$ cat config.mk
export PLATFORM = sky130hd
export DESIGN_NAME = eth_core_mq
export DESIGN_NICKNAME = d
export VERILOG_FILES = /design/src/rtl/eth_core_pkg.sv /design/src/rtl/eth_q_fifo.sv /design/src/rtl/eth_core_mq.sv
export SDC_FILE = /design/constraint.sdc
export NUM_CORES = 2
export LEC_CHECK = 0
export CORE_MARGIN = 3
export CORE_UTILIZATION = 40
export DETAILED_ROUTE_END_ITERATION = 8
export GPL_TIMING_DRIVEN = 0
export PLACE_DENSITY = 0.65
export SYNTH_ARGS = -nofsm -noshare
export SYNTH_HDL_FRONTEND = slang
export SYNTH_HIERARCHICAL = 1
export SYNTH_SLANG_ARGS = --single-unit
$ cat constraint.sdc
create_clock -name ACLK -period 11.1 [get_ports ACLK]
set_input_delay 1.11 -clock ACLK [delete_from_list [all_inputs] [get_ports ACLK]]
set_output_delay 1.11 -clock ACLK [all_outputs]
set_load 0.02 [all_outputs]
$ cat src/rtl/eth_core_pkg.sv
// eth_core_pkg: shared types, status layout and address decode constants
// for the multi-queue Ethernet TX core.
package eth_core_pkg;

   typedef enum logic [1:0] {RESP_OKAY = 2'b00, RESP_SLVERR = 2'b10} axi_resp_e;

   typedef enum logic [1:0] {W_IDLE, W_DATA, W_RESP} wstate_e;
   typedef enum logic       {R_IDLE, R_DATA}         rstate_e;
   typedef enum logic       {S_IDLE, S_SEND}         sstate_e;

   // Queue select field position in AWADDR/ARADDR
   localparam int QSEL_LSB = 4;
   // Any set address bit at or above this position is an error
   localparam int ERR_LSB  = 8;

   // Status word layout returned on AXI reads
   localparam int ST_WORDS_LSB  = 0;
   localparam int ST_FRAMES_LSB = 16;
   localparam int ST_FULL_BIT   = 24;
   localparam int ST_EMPTY_BIT  = 25;

   function automatic logic [31:0] status_word(input logic [15:0] words,
                                               input logic [7:0]  frames,
                                               input logic        full,
                                               input logic        empty);
      logic [31:0] s;
      s = '0;
      s[ST_WORDS_LSB  +: 16] = words;
      s[ST_FRAMES_LSB +: 8]  = frames;
      s[ST_FULL_BIT]         = full;
      s[ST_EMPTY_BIT]        = empty;
      return s;
   endfunction

endpackage

$ cat src/rtl/eth_q_fifo.sv
// eth_q_fifo: DEPTH x (DATA_W+1) synchronous FIFO. The extra MSB carries the
// end-of-frame tag. Head word is presented combinationally (fall-through).
module eth_q_fifo #(
   parameter int DATA_W = 32,
   parameter int DEPTH  = 16
) (
   input  logic                       clk,
   input  logic                       rst_n,
   input  logic                       push,
   input  logic [DATA_W:0]            push_data,
   input  logic                       pop,
   output logic [DATA_W:0]            pop_data,
   output logic                       full,
   output logic                       empty,
   output logic [$clog2(DEPTH):0]     count
);

   localparam int AW = $clog2(DEPTH);

   logic [DATA_W:0] mem [DEPTH];
   logic [AW-1:0]   wr_ptr;
   logic [AW-1:0]   rd_ptr;
   logic [AW:0]     cnt;
   logic            do_push;
   logic            do_pop;

   assign full     = (cnt == (AW+1)'(DEPTH));
   assign empty    = (cnt == '0);
   assign count    = cnt;
   assign do_push  = push && !full;
   assign do_pop   = pop && !empty;
   assign pop_data = mem[rd_ptr];

   // Pointer and occupancy tracking; reset flushes the queue
   always_ff @(posedge clk or negedge rst_n) begin
      if (!rst_n) begin
         wr_ptr <= '0;
         rd_ptr <= '0;
         cnt    <= '0;
      end else begin
         if (do_push) wr_ptr <= wr_ptr + AW'(1);
         if (do_pop)  rd_ptr <= rd_ptr + AW'(1);
         if (do_push && !do_pop)      cnt <= cnt + (AW+1)'(1);
         else if (do_pop && !do_push) cnt <= cnt - (AW+1)'(1);
      end
   end

   // Storage array, no reset needed since occupancy gates visibility
   always_ff @(posedge clk) begin
      if (do_push) mem[wr_ptr] <= push_data;
   end

endmodule

$ cat src/rtl/eth_core_mq.sv
// eth_core_mq: AXI4 slave that sorts write bursts into per-queue frame FIFOs,
// reports queue status on reads, and drains complete frames round-robin onto
// a single TX stream.
module eth_core_mq
   import eth_core_pkg::*;
#(
   parameter int DATA_W     = 32,
   parameter int ADDR_W     = 16,
   parameter int ID_W       = 4,
   parameter int NUM_Q      = 4,
   parameter int FIFO_DEPTH = 16
) (
   input  logic                      ACLK,
   input  logic                      ARESETn,
   input  logic [ID_W-1:0]           AWID,
   input  logic [ADDR_W-1:0]         AWADDR,
   input  logic [7:0]                AWLEN,
   input  logic                      AWVALID,
   output logic                      AWREADY,
   input  logic [DATA_W-1:0]         WDATA,
   input  logic                      WLAST,
   input  logic                      WVALID,
   output logic                      WREADY,
   output logic [ID_W-1:0]           BID,
   output logic [1:0]                BRESP,
   output logic                      BVALID,
   input  logic                      BREADY,
   input  logic [ID_W-1:0]           ARID,
   input  logic [ADDR_W-1:0]         ARADDR,
   input  logic [7:0]                ARLEN,
   input  logic                      ARVALID,
   output logic                      ARREADY,
   output logic [ID_W-1:0]           RID,
   output logic [DATA_W-1:0]         RDATA,
   output logic [1:0]                RRESP,
   output logic                      RLAST,
   output logic                      RVALID,
   input  logic                      RREADY,
   output logic [DATA_W-1:0]         tx_data,
   output logic                      tx_last,
   output logic [$clog2(NUM_Q)-1:0]  tx_qid,
   output logic                      tx_valid,
   input  logic                      tx_ready
);

   localparam int QW = $clog2(NUM_Q);
   localparam int CW = $clog2(FIFO_DEPTH) + 1;

   logic [NUM_Q-1:0]  q_push, q_pop, q_full, q_empty;
   logic [NUM_Q-1:0]  frm_inc, frm_dec, eligible;
   logic [DATA_W:0]   q_head   [NUM_Q];
   logic [CW-1:0]     q_count  [NUM_Q];
   logic [7:0]        frame_cnt[NUM_Q];
   logic [DATA_W-1:0] q_status [NUM_Q];

   logic run;
   logic unused_bits;

   wstate_e           wstate, wstate_nx;
   logic [ID_W-1:0]   aw_id;
   logic [QW-1:0]     w_qsel;
   logic              w_err;
   logic              aw_hs, w_hs;

   rstate_e           rstate, rstate_nx;
   logic [ID_W-1:0]   ar_id;
   logic [QW-1:0]     ar_qsel;
   logic              ar_err;
   logic [7:0]        r_left;
   logic [DATA_W-1:0] r_data;
   logic              ar_hs, r_hs;

   sstate_e           sstate, sstate_nx;
   logic [QW-1:0]     sel, rr_ptr, pick, cand;
   logic              pick_vld;
   logic              tx_hs, tx_eof;

   // Burst length is not used: WLAST delimits frames; address bits outside the decode fields are ignored
   assign unused_bits = ^{AWLEN, AWADDR, ARADDR};

   assign aw_hs  = AWVALID && AWREADY;
   assign w_hs   = WVALID && WREADY;
   assign ar_hs  = ARVALID && ARREADY;
   assign r_hs   = RVALID && RREADY;
   assign tx_hs  = tx_valid && tx_ready;
   assign tx_eof = tx_hs && q_head[sel][DATA_W];

   // READY outputs stay low until the first clock after reset release
   always_ff @(posedge ACLK or negedge ARESETn) begin
      if (!ARESETn) run <= 1'b0;
      else          run <= 1'b1;
   end

   for (genvar q = 0; q < NUM_Q; q++) begin : g_q
      assign q_push[q]   = w_hs && !w_err && (w_qsel == QW'(q));
      assign q_pop[q]    = tx_hs && (sel == QW'(q));
      assign frm_inc[q]  = q_push[q] && WLAST;
      assign frm_dec[q]  = q_pop[q] && q_head[q][DATA_W];
      // A full queue is eligible even mid-frame so oversized frames cut through
      assign eligible[q] = (frame_cnt[q] != 8'd0) || q_full[q];
      assign q_status[q] = DATA_W'(status_word(16'(q_count[q]), frame_cnt[q],
                                               q_full[q], q_empty[q]));

      eth_q_fifo #(.DATA_W(DATA_W), .DEPTH(FIFO_DEPTH)) u_fifo (
         .clk       (ACLK),
         .rst_n     (ARESETn),
         .push      (q_push[q]),
         .push_data ({WLAST, WDATA}),
         .pop       (q_pop[q]),
         .pop_data  (q_head[q]),
         .full      (q_full[q]),
         .empty     (q_empty[q]),
         .count     (q_count[q])
      );
   end

   // Complete-frame counters per queue; simultaneous inc/dec nets to zero
   always_ff @(posedge ACLK or negedge ARESETn) begin
      if (!ARESETn) begin
         for (int q = 0; q < NUM_Q; q++) frame_cnt[q] <= '0;
      end else begin
         for (int q = 0; q < NUM_Q; q++) begin
            if (frm_inc[q] && !frm_dec[q] && frame_cnt[q] != 8'hFF)
               frame_cnt[q] <= frame_cnt[q] + 8'd1;
            else if (frm_dec[q] && !frm_inc[q])
               frame_cnt[q] <= frame_cnt[q] - 8'd1;
         end
      end
   end

   // Write FSM state register
   always_ff @(posedge ACLK or negedge ARESETn) begin
      if (!ARESETn) wstate <= W_IDLE;
      else          wstate <= wstate_nx;
   end

   // Write FSM next state
   always_comb begin
      wstate_nx = wstate;
      unique case (wstate)
         W_IDLE:  if (aw_hs)          wstate_nx = W_DATA;
         W_DATA:  if (w_hs && WLAST)  wstate_nx = W_RESP;
         W_RESP:  if (BREADY)         wstate_nx = W_IDLE;
         default:                     wstate_nx = W_IDLE;
      endcase
   end

   // Write FSM outputs; error bursts are always accepted and discarded
   always_comb begin
      AWREADY = run && (wstate == W_IDLE);
      WREADY  = (wstate == W_DATA) && (w_err || !q_full[w_qsel]);
      BVALID  = (wstate == W_RESP);
      BID     = BVALID ? aw_id : '0;
      BRESP   = (BVALID && w_err) ? RESP_SLVERR : RESP_OKAY;
   end

   // Capture the write burst target on the address handshake
   always_ff @(posedge ACLK) begin
      if (aw_hs) begin
         aw_id  <= AWID;
         w_qsel <= AWADDR[QSEL_LSB +: QW];
         w_err  <= |AWADDR[ADDR_W-1:ERR_LSB];
      end
   end

   // Read FSM state register
   always_ff @(posedge ACLK or negedge ARESETn) begin
      if (!ARESETn) rstate <= R_IDLE;
      else          rstate <= rstate_nx;
   end

   // Read FSM next state
   always_comb begin
      rstate_nx = rstate;
      unique case (rstate)
         R_IDLE:  if (ar_hs)                  rstate_nx = R_DATA;
         R_DATA:  if (r_hs && r_left == 8'd0) rstate_nx = R_IDLE;
         default:                             rstate_nx = R_IDLE;
      endcase
   end

   // Read FSM outputs
   always_comb begin
      ARREADY = run && (rstate == R_IDLE);
      RVALID  = (rstate == R_DATA);
      RID     = RVALID ? ar_id : '0;
      RDATA   = RVALID ? r_data : '0;
      RRESP   = (RVALID && ar_err) ? RESP_SLVERR : RESP_OKAY;
      RLAST   = RVALID && (r_left == 8'd0);
   end

   // Status is snapshotted when each beat is issued so RDATA holds under backpressure
   always_ff @(posedge ACLK) begin
      if (ar_hs) begin
         ar_id   <= ARID;
         ar_qsel <= ARADDR[QSEL_LSB +: QW];
         ar_err  <= |ARADDR[ADDR_W-1:ERR_LSB];
         r_left  <= ARLEN;
         r_data  <= (|ARADDR[ADDR_W-1:ERR_LSB]) ? '0 : q_status[ARADDR[QSEL_LSB +: QW]];
      end else if (r_hs && r_left != 8'd0) begin
         r_left  <= r_left - 8'd1;
         r_data  <= ar_err ? '0 : q_status[ar_qsel];
      end
   end

   // Round-robin pick: first eligible queue at or after rr_ptr
   always_comb begin
      pick     = rr_ptr;
      pick_vld = 1'b0;
      cand     = rr_ptr;
      for (int i = NUM_Q - 1; i >= 0; i--) begin
         cand = rr_ptr + QW'(i);
         if (eligible[cand]) begin
            pick     = cand;
            pick_vld = 1'b1;
         end
      end
   end

   // Scheduler FSM state register
   always_ff @(posedge ACLK or negedge ARESETn) begin
      if (!ARESETn) sstate <= S_IDLE;
      else          sstate <= sstate_nx;
   end

   // Scheduler FSM next state; queue stays locked until its last word leaves
   always_comb begin
      sstate_nx = sstate;
      unique case (sstate)
         S_IDLE:  if (pick_vld) sstate_nx = S_SEND;
         S_SEND:  if (tx_eof)   sstate_nx = S_IDLE;
         default:               sstate_nx = S_IDLE;
      endcase
   end

   // Locked queue and round-robin pointer
   always_ff @(posedge ACLK or negedge ARESETn) begin
      if (!ARESETn) begin
         sel    <= '0;
         rr_ptr <= '0;
      end else begin
         if (sstate == S_IDLE && pick_vld) sel <= pick;
         if (tx_eof) rr_ptr <= sel + QW'(1);
      end
   end

   // TX stream driven straight from the FIFO head, which only moves on a pop
   always_comb begin
      tx_valid = (sstate == S_SEND) && !q_empty[sel];
      tx_data  = tx_valid ? q_head[sel][DATA_W-1:0] : '0;
      tx_last  = tx_valid && q_head[sel][DATA_W];
      tx_qid   = tx_valid ? sel : '0;
   end

endmodule

# Word level (Yosys, flattened, before mapping)
# Memories as Yosys holds them, arrays and structs flattened.
# Index checks and enable logic that the tools add are counted.
# W data, S select, Z words.
# totals
regBits	147
ram_bits	2112
inputBits	97
out_inout_bits	86
wordCells	292
mem_count	4
# classes
add_sub_neg	29
order_cmp	9
n_eq_ne	19
n_mux	76
n_bitwise	5
n_reduce_logical	120
# memory_table
name	depth	width	read_ports	rd_clocked_by_memory_dff	wr	line_no	text
g_q[0].u_fifo.mem	16	33	1	0	1	eth_q_fifo.sv:20	logic [DATA_W:0] mem [DEPTH];
g_q[1].u_fifo.mem	16	33	1	0	1	eth_q_fifo.sv:20	
g_q[2].u_fifo.mem	16	33	1	0	1	eth_q_fifo.sv:20	
g_q[3].u_fifo.mem	16	33	1	0	1	eth_q_fifo.sv:20	
# op_table
operator	count
$mux W32	10
$bmux W32 S2	2
$mux W8	10
$bmux W33 S2	1
$mux W33	2
$logic_and A1 B1 Y1	63
$mux W5	8
$reduce_bool A8 Y1	5
$sub A8 B1 Y8 const B	5
$add A4 B1 Y4 const B	8
$add A8 B1 Y8 const B	4
$ne A8 B8 Y1 const B	4
$logic_not A1 Y1	27
$mux W1	22
$add A5 B1 Y5 const B	4
$eq A5 B5 Y1 const B	4
$logic_not A5 Y1	4
$mux W2	10
$sub A5 B1 Y5 const B	4
$lt A2 B3 Y1 const B	6
$reduce_bool A2 Y1	9
$reduce_or A8 Y1	2
$bmux W1 S2	6
$eq A2 B2 Y1 const B	5
15 further kinds	33

# Depth between registers and ports, before layout
# depth
word_depth	14
depth_mapped	16

# Modules after synthesis
# The synthesis kept the hierarchy.
# by_module_without_submodules
mod	instances	cells_per_inst	area_each_um2	seq_area_each_um2
eth_q_fifo at g_q[0].u_fifo	1	1039	21388.0	16180.5
eth_q_fifo at g_q[1].u_fifo	1	1039	21386.8	16180.5
eth_q_fifo at g_q[3].u_fifo	1	1039	21369.2	16180.5
eth_q_fifo at g_q[2].u_fifo	1	1039	21351.7	16180.5
eth_core_mq	1	611	6810.3	2137.0

# Least setup slack after synthesis
# No wires, ideal clock.
# synth_path
path_kind	flip-flop to flip-flop
from	register g_q[2].u_fifo.cnt[0]
to	memory g_q[1].u_fifo/mem[3][0] (netlist bit), enable pin
setup_time_ns	0.464
arrival_ns	5.131
required_ns	10.636
path_slack_ns	5.505
stages_incl_launch_ff	10
n_path_buf	0
period_less_slack_ns	5.595
cell_sequence	dfrtp_1 > nor4_1 > and2_1 > mux4_2 > a211oi_1 > nand3_1 > nor3b_1 > a21boi_2 > nand2_1 > nor3_1
# synth_between
elab_chain_len	12
# synth_lines
item	line_no	text
from (decl)	eth_q_fifo.sv:23	logic [AW:0] cnt;
from (signal assigned)	eth_q_fifo.sv:43	if (do_push && !do_pop) cnt <= cnt + (AW+1)'(1);
from (signal assigned)	eth_q_fifo.sv:44	else if (do_pop && !do_push) cnt <= cnt - (AW+1)'(1);
$eq A5 B5 Y1	eth_q_fifo.sv:27	assign full = (cnt == (AW+1)'(DEPTH));
named net q_full[2]	eth_core_mq.sv:49	logic [NUM_Q-1:0] q_push, q_pop, q_full, q_empty;
$bmux W1 S2	eth_core_mq.sv:151	WREADY = (wstate == W_DATA) && (w_err || !q_full[w_qsel]);
$mux W1 (implied by the code)	eth_core_mq.sv:151	
$logic_not A1 Y1	eth_core_mq.sv:151	
$logic_or A1 B1 Y1	eth_core_mq.sv:151	
$logic_and A1 B1 Y1	eth_core_mq.sv:151	
named net WREADY	eth_core_mq.sv:23	output logic WREADY,
$logic_and A1 B1 Y1	eth_core_mq.sv:82	assign w_hs = WVALID && WREADY;
$logic_and A1 B1 Y1 (2 in series)	eth_core_mq.sv:95	assign q_push[q] = w_hs && !w_err && (w_qsel == QW'(q));
named net q_push[1]	eth_core_mq.sv:49	
$logic_and A1 B1 Y1	eth_q_fifo.sv:30	assign do_push = push && !full;
named net g_q[1].u_fifo.do_push	eth_q_fifo.sv:24	logic do_push;
$mux W1	eth_q_fifo.sv:50	if (do_push) mem[wr_ptr] <= push_data;
$mux W1 (implied by the code)	eth_q_fifo.sv:50	
to (decl)	eth_q_fifo.sv:20	
# The timed path passes the listed nets, and every way through them passes these cells. The select of a mux whose other input is x is not followed.

# Worst setup path in the final report
# layout_path
from	register sel[1]
to	output port tx_data[21]
# layout_between
elab_chain_len	5
# layout_lines
item	line_no	text
from (decl)	eth_core_mq.sv:74	logic [QW-1:0] sel, rr_ptr, pick, cand;
from (signal assigned)	eth_core_mq.sv:242	if (sstate == S_IDLE && pick_vld) sel <= pick;
$not A2 Y3 (implied by the code) / $bmux W1 S2 (equally long branches)	eth_core_mq.sv:250, eth_core_mq.sv:249	
$bmux W33 S2 / $mux W1 (equally long branches)	eth_core_mq.sv:250, eth_core_mq.sv:249	
$mux W33 / $logic_not A1 Y1 (equally long branches)	n/a	
$mux W33 / $logic_and A1 B1 Y1 (equally long branches)	n/a	
$mux W32 (*)	eth_core_mq.sv:250	tx_data = tx_valid ? q_head[sel][DATA_W-1:0] : '0;
to (decl)	eth_core_mq.sv:39	output logic [DATA_W-1:0] tx_data,
# Mark *: on every way between the ends. The rest lies on a longest branch, timed or not. The select of a mux whose other input is x is not followed.

==> results.txt <==
The run finished with clean final reports. Routability-driven placement finished with a final weighted congestion of 0.805. The library cell with the largest summed area after synthesis is sky130_fd_sc_hd__edfxtp_1. In this run the horizontal extent of the chip is approximately 490 um. Global routing finished with a remaining overflow of 0. The number of design-rule violations left by the first detailed-router iteration came out at 5413.

Yosys attributes the largest share of cell area to sky130_fd_sc_hd__edfxtp_1, sky130_fd_sc_hd__mux4_2, sky130_fd_sc_hd__mux2i_1. The synthesized design contains 2149 enable-type register cells. The via count of the first global-routing pass is between 40000 and 50000. The number of top-level pins came out at 183.

The total number of vias is 48859. The root buffer cell chosen for the clock tree is sky130_fd_sc_hd__clkbuf_16. The slew at the pin with the worst max-slew slack is about 1.1 ns. The share of total power in combinational logic is 33.5%. The die span in y is 486 um. The number of max-slew violations in the final report was 0.

The worst path required time is about 10 ns. The mapped netlist covers 92300 sq um. The commonest cells after synthesis are sky130_fd_sc_hd__edfxtp_1, sky130_fd_sc_hd__mux2i_1, sky130_fd_sc_hd__mux4_2. The worst slew margin relative to its limit is 28.8%. Across the routed clock network, the largest skew measured is 0.0619 ns.

The flip-flop and latch count after synthesis came out at between 2000 and 2500. The final critical-path required period is 6.07 ns. The layout cell share with drive strength beyond 1 is 25.0%. The final wirelength is 243000 um. The floorplan step defined a die boundary enclosing 237000 sq um.

The via density per instance is 5.75. The detailed-route wire length per cell is 28.6 um. The switching power is 8.53 mW. The layout overhead on the synthesized area came out at 16.3%. Registers take around 67000 sq um. The share of total power in the clock network is 28.3%. After layout, the worst path uses 54.7% of the clock period. The critical path in this run is classified as reg -> out.

The share of Yosys cell area claimed by the top area cell type is 69.9%. In the routed design, unresolved DRC markers number 0. The largest fanout on the critical path is 10. The count of hold buffers inserted by post-cts repair is 0. The maximum buffer depth of the clock tree came out at 3. The tightest hold path in the finished design has a slack of 0.260 ns. The power per cell area came out at 237 nW/um^2. The most used flip-flop cell after synthesis is sky130_fd_sc_hd__edfxtp_1. The most common cell in the synthesized netlist is sky130_fd_sc_hd__edfxtp_1.

The leakage component of the power is ~36 nW. The first-pass iteration count of the detailed router came out at 6. The share of synthesized flip-flops with an asynchronous set or reset is 4.15%.

The initial core utilization is 40.4%. The aggregate global-route resource usage is 20.3%. The data arrival time of the worst path is 4.96 ns. The source-to-sink clock delay at the later pin of the worst-skew pair came out at 0.85 ns. The wire length of the first global-routing pass came out at about 350000 um.

After synthesis, flip-flops and latches occupy 72.4% of the total area. The number of gates resized after CTS came out at 0. The worst setup path is captured at an output pin. The worst hold path belongs to the class in -> async. The CTS tree is done. The clock edge transition at the registers on the reported setup and hold paths is roughly 0.060 ns.

Sequential cells account for 38.2% of the total power. IR analysis of the VDD net gives a maximum drop of 199 uV. The H-tree generated during clock tree synthesis spans 4 levels.

The maximum operating frequency is 165 MHz. After floorplanning, the core was divided into 175 placement rows. The area used by multi-input combinational logic is around 24000 sq um. The count of fill cells added during filler insertion is 18659. The number of sinks handled by clock tree synthesis is 2242.

The CTS buffer count is 214. The internal power component came out at about 17 mW. The largest net degree at the start of global routing came out at 54. The final setup TNS came out at 0 ns. The standard cell core area is approximately 230000 sq um. The net count reported at finish is 5458. The final count of hold timing violations came to 0. The number of different library cells in the post-synthesis netlist is between 60 and 70.

The number of routed nets with antenna violations came out at 0. The number of buffers added for setup after CTS came out at 0. The instance count of the mapped netlist is approximately 4800.

Setup repair after global routing left no endpoint under its margin. The worst setup path is launched from a flip-flop. The initial antenna violation count came out at 26. The HPWL reported at the end of detailed placement came out at roughly 170000 um. The number of failing setup endpoints in the final timing report is 0.

During placement, the flow inserted port buffers numbering 143. The count of maximum capacitance violations came out at 0. The average size of a mapped cell is 19.4 sq um.

The number of warnings reported in the yosys synthesis log came out at 6. The share of the core filled with cells is between 40% and 50%. Net switching is 33.5% of the power.
[metal layers]
| metal | vias up | track usage (%) | wire (um) |
|---|---|---|---|
| met1 | 25988 | 27.8 | 100000 |
| met3 | 382 | 3.79 | 17900 |
| li1 | 20632 | - | - |
| met2 | 1851 | 32.5 | 116000 |
| met5 | - | 0 | 38 |
| met4 | 6 | 7.50 | 9460 |
[state kept, by name (all words and copies together), names as in the netlist, 4 cells and up]
name,count
g_q.u_fifo/mem,2112
frame_cnt,32
g_q.u_fifo/count,20
g_q.u_fifo/rd_ptr,16
g_q.u_fifo/wr_ptr,16
r_data,15
r_left,8
ar_id,4
aw_id,4
[worst max-delay path, stage by stage, from the launching register on]
cell and delay (ns):
sky130_fd_sc_hd__dfrtp_1 0.37, sky130_fd_sc_hd__clkbuf_1 0.77, sky130_fd_sc_hd__and2_1 0.27, sky130_fd_sc_hd__a22oi_2 0.11
sky130_fd_sc_hd__inv_2 0.22, sky130_fd_sc_hd__clkbuf_1 0.74, sky130_fd_sc_hd__clkbuf_1 0.43, sky130_fd_sc_hd__and2_1 0.49
sky130_fd_sc_hd__clkdlybuf4s50_1 0.70
[per-stage QoR]
| step | instance area [sq um] | cells | total power [mW] | setup slack [ns] |
|---|---|---|---|---|
| 2_1_floorplan | 92400 | 4785 | 15.1 | 5.51 |
| 3_3_place_gp | 97600 | 7937 | 18.3 | 2.15 |
| 3_5_place_dp | 100000 | 8080 | 18.4 | 5.85 |
| 4_1_cts | 107000 | 8479 | 25.6 | 4.93 |
| 5_1_grt | 107000 | 8483 | 26.4 | 4.90 |
| 6_report | 107000 | 8494 | 25.4 | 5.03 |
[cell type report]
cell class,count,share of cell area (%)
antenna,15,0.0350
multi-input combinational,2193,22.2
clock buffer,262,5.25
tap,3009,3.51
timing repair buffer,286,3.57
buffer,278,1.68
clock inverter,137,1.18
sequential,2242,62.3
inverter,72,0.252
[cells by family after synthesis]
kind of cell	count (synthesis)	synth area share [%]
other	2	0.00814
buffers and inverters	350	2.25
flip-flops	2242	72.4
adder cells (fa/ha/maj)	74	1.07
multiplexers	896	14.2
XOR/XNOR	73	0.693
AND/OR/NAND/NOR	481	2.53
AO/OA/AOI/OAI	649	6.80
[cells in the final DEF, fill, tap and decap left out, types with 31 or more instances in the layout]
master,netlist,layout
sky130_fd_sc_hd__a221oi_2,238,238
sky130_fd_sc_hd__a22oi_1,132,132
sky130_fd_sc_hd__and2_1,65,65
sky130_fd_sc_hd__buf_12,0,51
sky130_fd_sc_hd__buf_16,0,31
sky130_fd_sc_hd__buf_2,74,107
sky130_fd_sc_hd__buf_4,71,76
sky130_fd_sc_hd__buf_6,52,102
sky130_fd_sc_hd__clkbuf_1,56,97
sky130_fd_sc_hd__clkbuf_16,0,217
sky130_fd_sc_hd__clkdlybuf4s50_1,0,109
sky130_fd_sc_hd__clkinv_1,0,56
sky130_fd_sc_hd__clkinv_2,0,43
sky130_fd_sc_hd__dfrtp_1,93,93
sky130_fd_sc_hd__edfxtp_1,2149,2149
sky130_fd_sc_hd__ha_1,66,66
sky130_fd_sc_hd__inv_1,67,67
sky130_fd_sc_hd__mux2i_1,540,540
sky130_fd_sc_hd__mux4_2,328,328
sky130_fd_sc_hd__nand2_1,203,203
sky130_fd_sc_hd__nor2_1,87,39
sky130_fd_sc_hd__nor2_4,4,52
sky130_fd_sc_hd__o21ai_0,39,38
sky130_fd_sc_hd__o21ai_1,120,120
sky130_fd_sc_hd__xnor2_1,62,62
[power by group through the flow]
| stage | Sequential (mW) | Clock (mW) | Combinational [mW] |
|---|---|---|---|
| after global routing | 9.75 | 7.64 | 8.98 |
| after detailed placement | 9.90 | 0 | 8.55 |
| after global placement | 9.91 | 0 | 8.38 |
| final | 9.72 | 7.20 | 8.52 |
| after floorplan | 9.81 | 0 | 5.32 |
| after CTS | 9.72 | 7.31 | 8.57 |
[final timing paths]
check	endpoint	from	cells after the start	slack [ns]
max in group asynchronous	g_q[0].u_fifo/rd_ptr[1]$_DFFE_PN0P_	ARESETn	2	10.14
hold / removal	frame_cnt[5]$_DFFE_PN0P_	ARESETn	1	0.26
setup reg to reg	g_q[1].u_fifo/mem[0][10]$_DFFE_PP_	g_q[3].u_fifo/count[0]$_DFFE_PN0P_	12	5.78
setup / recovery	tx_data[21]	sel[1]$_DFFE_PN0P_	8	5.03
min in group ACLK	wstate[0]$_DFFE_PN0P_	wstate[1]$_DFFE_PN0P_	1	0.50
hold reg to reg	wstate[0]$_DFFE_PN0P_	wstate[1]$_DFFE_PN0P_	1	0.50
Note: power is estimated with default switching activity, not from simulation.
